`src/rtl/cpu_types_pkg.sv`:
```
// Shared types and widths for the request unit and its helpers.
package cpu_types_pkg;

   localparam int unsigned STALL_CNT_W = 8;

   typedef enum logic [1:0] {
      IDLE   = 2'd0,
      DATA   = 2'd1,
      HALTED = 2'd2
   } ru_state_t;

endpackage

```
`src/rtl/control_unit_if.sv`:
```
// Decoded per-instruction requests from the control unit to the request unit.
interface control_unit_if;

   logic memRead;
   logic memWrite;
   logic datomic;
   logic halt;

   modport cu (output memRead, memWrite, datomic, halt);
   modport ru (input  memRead, memWrite, datomic, halt);

endinterface

```
`src/rtl/sat_counter.sv`:
```
// Up-counter with synchronous clear that sticks at its all-ones maximum.
module sat_counter
   import cpu_types_pkg::*;
#(
   parameter int unsigned W = STALL_CNT_W
) (
   input  logic         clk,
   input  logic         rst,
   input  logic         clr_i,
   input  logic         inc_i,
   output logic [W-1:0] count_o
);

   localparam logic [W-1:0] CNT_MAX = {W{1'b1}};

   logic [W-1:0] count_q;
   logic [W-1:0] count_d;

   // Clear wins over increment so a new request always starts from zero.
   always_comb begin
      count_d = count_q;
      if (clr_i) begin
         count_d = '0;
      end else if (inc_i && (count_q != CNT_MAX)) begin
         count_d = count_q + W'(1);
      end
   end

   always_ff @(posedge clk) begin
      if (rst) begin
         count_q <= '0;
      end else begin
         count_q <= count_d;
      end
   end

   assign count_o = count_q;

endmodule

```
`src/rtl/request_unit.sv`:
```
// Sequences instruction fetch, one outstanding data access and halt for a
// single-issue pipeline; pcEn pulses once per completed instruction.
module request_unit
   import cpu_types_pkg::*;
(
   input  logic                   CLK,
   input  logic                   RST,
   input  logic                   ihit,
   input  logic                   dhit,
   control_unit_if.ru             cu_if,
   output logic                   imemREN,
   output logic                   dmemREN,
   output logic                   dmemWEN,
   output logic                   dmematomic,
   output logic                   pcEn,
   output logic                   halted,
   output logic [STALL_CNT_W-1:0] stall_cnt
);

   ru_state_t state_q;
   logic      dmem_ren_q;
   logic      dmem_wen_q;
   logic      dmem_atomic_q;
   logic      halted_q;

   logic idle_c;
   logic data_c;
   logic any_req_c;
   logic start_c;
   logic done_c;
   logic stall_inc_c;

   // Reset masks every combinational strobe so nothing leaks while RST is high.
   always_comb begin
      idle_c      = !RST && (state_q == IDLE);
      data_c      = !RST && (state_q == DATA);
      any_req_c   = cu_if.memRead || cu_if.memWrite;
      start_c     = idle_c && ihit && !cu_if.halt && any_req_c;
      done_c      = data_c && dhit;
      stall_inc_c = data_c && !dhit;
   end

   assign imemREN    = idle_c;
   assign pcEn       = (idle_c && ihit && !cu_if.halt && !any_req_c) || done_c;
   assign dmemREN    = dmem_ren_q;
   assign dmemWEN    = dmem_wen_q;
   assign dmematomic = dmem_atomic_q;
   assign halted     = halted_q;

   always_ff @(posedge CLK) begin
      if (RST) begin
         state_q       <= IDLE;
         dmem_ren_q    <= 1'b0;
         dmem_wen_q    <= 1'b0;
         dmem_atomic_q <= 1'b0;
         halted_q      <= 1'b0;
      end else begin
         case (state_q)
            IDLE: begin
               if (ihit) begin
                  if (cu_if.halt) begin
                     state_q  <= HALTED;
                     halted_q <= 1'b1;
                  end else if (any_req_c) begin
                     // A store outranks a load decoded in the same instruction.
                     state_q       <= DATA;
                     dmem_wen_q    <= cu_if.memWrite;
                     dmem_ren_q    <= !cu_if.memWrite;
                     dmem_atomic_q <= cu_if.datomic;
                  end
               end
            end
            DATA: begin
               if (dhit) begin
                  state_q       <= IDLE;
                  dmem_ren_q    <= 1'b0;
                  dmem_wen_q    <= 1'b0;
                  dmem_atomic_q <= 1'b0;
               end
            end
            HALTED: begin
               state_q <= HALTED;
            end
            default: begin
               state_q <= IDLE;
            end
         endcase
      end
   end

   sat_counter #(
      .W (STALL_CNT_W)
   ) u_stall_cnt (
      .clk     (CLK),
      .rst     (RST),
      .clr_i   (start_c),
      .inc_i   (stall_inc_c),
      .count_o (stall_cnt)
   );

endmodule

```
`src/flat_wrapper.sv`:
```
// flat-port wrapper written by rule: the top's interface ports become plain ports
module request_unit_flat import cpu_types_pkg::*;
  (CLK, RST, ihit, dhit, imemREN, dmemREN, dmemWEN, dmematomic, pcEn, halted, stall_cnt, cu_if_memRead, cu_if_memWrite, cu_if_datomic, cu_if_halt);
  control_unit_if cu_if_i ();
  input  logic CLK;
  input  logic RST;
  input  logic ihit;
  input  logic dhit;
  output logic imemREN;
  output logic dmemREN;
  output logic dmemWEN;
  output logic dmematomic;
  output logic pcEn;
  output logic halted;
  output logic [STALL_CNT_W-1:0] stall_cnt;
  input wire logic [$bits(cu_if_i.memRead)-1:0] cu_if_memRead;
  input wire logic [$bits(cu_if_i.memWrite)-1:0] cu_if_memWrite;
  input wire logic [$bits(cu_if_i.datomic)-1:0] cu_if_datomic;
  input wire logic [$bits(cu_if_i.halt)-1:0] cu_if_halt;
  assign cu_if_i.memRead = cu_if_memRead;
  assign cu_if_i.memWrite = cu_if_memWrite;
  assign cu_if_i.datomic = cu_if_datomic;
  assign cu_if_i.halt = cu_if_halt;
  request_unit u_core (.CLK(CLK), .RST(RST), .ihit(ihit), .dhit(dhit), .cu_if(cu_if_i), .imemREN(imemREN), .dmemREN(dmemREN), .dmemWEN(dmemWEN), .dmematomic(dmematomic), .pcEn(pcEn), .halted(halted), .stall_cnt(stall_cnt));
endmodule
```
`config.mk`:
```
export PLATFORM = sky130hd
export DESIGN_NAME = request_unit_flat
export DESIGN_NICKNAME = d
export VERILOG_FILES = /design/src/rtl/cpu_types_pkg.sv /design/src/rtl/control_unit_if.sv /design/src/rtl/sat_counter.sv /design/src/rtl/request_unit.sv /design/src/flat_wrapper.sv
export SDC_FILE = /design/constraint.sdc
export NUM_CORES = 1
export LEC_CHECK = 0
export ABC_AREA = 1
export CAP_MARGIN = 20
export CORE_UTILIZATION = 45
export DETAILED_ROUTE_END_ITERATION = 10
export PLACE_DENSITY = 0.76
export SYNTH_ARGS = -nofsm -noshare
export SYNTH_HDL_FRONTEND = slang
export SYNTH_SLANG_ARGS = --single-unit
```
`constraint.sdc`:
```
create_clock -name CLK -period 1.2 [get_ports CLK]
set_input_delay 0.18 -clock CLK [delete_from_list [all_inputs] [get_ports CLK]]
set_output_delay 0.18 -clock CLK [all_outputs]
set_load 0.01 [all_outputs]
```
==> metrics.cfg, run 1 <==
[global_routing]
grt_pass1_vias = 908
grt_pass1_wl_um = 3581
antenna_found_initial = 0
grt_max_degree = 9
grt_overflow_total = 0
grtUsageTotal = 0.2576

[yosys]
synth_area_um2 = 765.7
ys.flop_type = dfxtp_1
synth_fp_nets = 127
synth_cell_type_count = 20
yosysWarnings = 0
syn_inst = 118
yosysSeqAreaShare = 0.3660
synth_top_cell_by_area = dfxtp_1
synth.top_cells.by_area = dfxtp_1 37%, nand2_1 17%, inv_1 7.8%
syn_area_per_cell_um2 = 6.489
synth-edff-count = 0
async_reset_ff_frac = 0
synth_common_cells = 34 x nand2_1, 16 x inv_1, 15 x nor2_1
yosysMostFrequentCell = nand2_1
yosys.area.top_type_share = 0.3660
ys_ff_latch = 14

[cells_and_area]
n_antenna_cell = 0
nNetsFinal = 181
post_route_cells_drive_above_1_share = 0.4327
areaGrowthSynthToFinish_pct = 75.16
fin_area_um2 = 1341

[timing]
setup_viol = 10
period_share = 1.103
worstMarginPinSlew_ns = 0.1972
worst_slack_ns = -0.1239
fin_crit_ns = 1.324
slew_violations = 0
max_freq_ghz = 0.7553
rsz0062_at_grt = true
relSlewSlack = 0.8682
hold_viol = 0
finClkSkew_ns = 0.002349

[placed_design]
hpwl_um = 1642
portBuffers = 21
place.gp.congestion = 0.8444
post-place-ws_ns = -0.5332
placed_cell_area_um2 = 1176

[clock_network]
insertion_delay_ns = 0.29
cts_hold_buf = 0
cts_buffers = 3
clk_pin_slew_worst_paths_ns = 0.09
clock_sinks = 14
cts_buffer_depth = 2
cts_tree = done
cts_root_buffer = clkbuf_4
htreeDepth = 1

[critical_path]
cp_slowest_cell = dfxtp_2
ff2ff_setup_slack_ns = -0.07
start_kind = register
cp-end-kind = primary output
r2r_cells = 8
crit_type = reg -> out
arrival_ns = 1.14
cp_max_fo = 4
max_stage_delay_ns = 0.34
path_cells = inv_4 -> nand2_4 -> nor2_4 -> nand2_1 -> o32ai_2 -> buf_2
crit_required_ns = 1.02

[route]
drt_iter0_drc = 23
drt-vias-per-instance = 5.358
avgRoutedWirePerCell_um = 13.23
vias = 1002
wl_um = 2474
drc = 0
ant_nets = 0
dr.pass1.iters = 4

[worst_hold_path]
hold_class = reg -> reg
hold_depth = 2

[floorplan]
start_util = 0.4968
placement_rows = 14
die_h_um = 43.25
core_area_um2 = 1541
dieArea_um2 = 1871
ioPinCount = 22
die_w_um = 43.25

[status]
status = finished with violations
violations = setup timing

[power_and_ir_drop]
power_density_nw_per_um2 = 833.2
ir_drop_uv = 707.9
leakage_nw = 0.6450

[run]
cap_viol_max_count = 0

[stage by stage]
stage	hold slack [ns]	TNS, ns	instances	util	power, W
after floorplan	0.2491	0	118	-	0.0005919
after global placement	0.4500	-3.733	179	0.7630	0.0007293
after detailed placement	0.4514	-4.029	179	0.7630	0.0007352
after CTS	0.4721	-0.3434	185	0.8125	0.001091
after global routing	0.5078	-1.084	187	0.8701	0.001161
final	0.4698	-0.4478	187	0.8701	0.001118
[worst max-delay path, delay by kind of cell (launching register included)]
kind	cells	cell delay [ns]
AO/OA/AOI/OAI	1	0.08
flip-flops	1	0.34
buffers and inverters	2	0.23
AND/OR/NAND/NOR	3	0.20
[sequential cells by signal, summed over array words and instances (netlist names)]
register	count
u_core.dmemREN	1
u_core.dmemWEN	1
u_core.dmematomic	1
u_core.halted	1
u_core.state_q	2
u_core.u_stall_cnt.count_o	8
[cells in the final DEF, fill, tap and decap left out, types with 2 or more instances in the layout]
master	Yosys	final
buf_4	0	26
buf_2	0	2
dfxtp_2	0	6
clkdlybuf4s50_1	0	7
nand3_2	1	3
nand3_1	9	6
nand2_2	3	9
inv_4	0	2
a21oi_1	11	5
nor2_2	0	2
clkbuf_4	0	3
o21ai_1	1	3
nand2_4	1	2
dfxtp_1	14	7
dlygate4sd2_1	0	12
inv_1	16	12
a21oi_2	0	6
buf_6	0	2
nand2_1	34	27
nor2_1	15	12
inv_2	1	3
nor2_4	2	3
[power breakdown]
part	leakage, nW	internal, W	total, W	switching, W
Sequential	0.117	0.000482	0.000494	0.0000115
Clock	0.0210	0.000185	0.000355	0.000170
Combinational	0.507	0.000136	0.000269	0.000133
[repair_timing]
action | CTS | global route
buffers inserted | 3 | 2
pin swaps | 4 | 7
setup endpoints to repair | 23 | 14
endpoints found under the hold margin | 0 | 0
gates resized for setup | 37 | 26
[cell type report]
class	count	area, um^2
flip-flops and latches	14	291.5
repair buffers	49	402.9
well taps	16	20.02
fillers	90	200.2
clock buffers	4	36.28
multi-input cells	87	521.8
inverters	17	68.82
[per-layer routing]
| metal | wire (um) | GRT usage | vias to the layer above |
|---|---|---|---|
| met1 | 886 | 0.2552 | 461 |
| met4 | 68 | 0.08485 | 0 |
| li1 | - | - | 482 |
| met3 | 158 | 0.07660 | 8 |
| met2 | 1362 | 0.4955 | 51 |
| met5 | 0 | 0 | - |
[cells by family after synthesis]
logic type	share of synthesized area
buffers and inverters	0.08333
and+or+nand+nor	0.4052
DFF	0.3660
adders and majority gates	0.01634
AOI/OAI and AO/OA	0.1291
[final timing paths]
path | from | end
setup reg to reg | u_core.state_q[1]$_SDFFE_PP0P_ | u_core.u_stall_cnt.count_o[2]$_SDFFE_PP0P_
setup / recovery | u_core.state_q[1]$_SDFFE_PP0P_ | pcEn
hold reg to reg | u_core.halted$_SDFFE_PP0P_ | u_core.halted$_SDFFE_PP0P_
hold / removal | u_core.halted$_SDFFE_PP0P_ | u_core.halted$_SDFFE_PP0P_
Note: power is estimated with default switching activity, not from simulation.
==> run 2: changes to the inputs <==
--- a/config.mk
+++ b/config.mk
@@ -10,6 +10,7 @@
 export CORE_UTILIZATION = 45
 export DETAILED_ROUTE_END_ITERATION = 10
 export PLACE_DENSITY = 0.76
+export SKIP_LAST_GASP = 1
 export SYNTH_ARGS = -nofsm -noshare
 export SYNTH_HDL_FRONTEND = slang
 export SYNTH_SLANG_ARGS = --single-unit
==> results of run 2 <==
Same layout as run 1: the final DEF is identical, and so are final timing and power.
==> run 3: changes to the inputs <==
--- a/config.mk
+++ b/config.mk
@@ -8,7 +8,9 @@
 export ABC_AREA = 1
 export CAP_MARGIN = 20
 export CORE_UTILIZATION = 45
+export CTS_CLUSTER_DIAMETER = 50
 export DETAILED_ROUTE_END_ITERATION = 10
+export HOLD_SLACK_MARGIN = 0.05
 export PLACE_DENSITY = 0.76
 export SKIP_LAST_GASP = 1
 export SYNTH_ARGS = -nofsm -noshare
==> results of run 3 <==
Same layout as run 1: the final DEF is identical, and so are final timing and power.
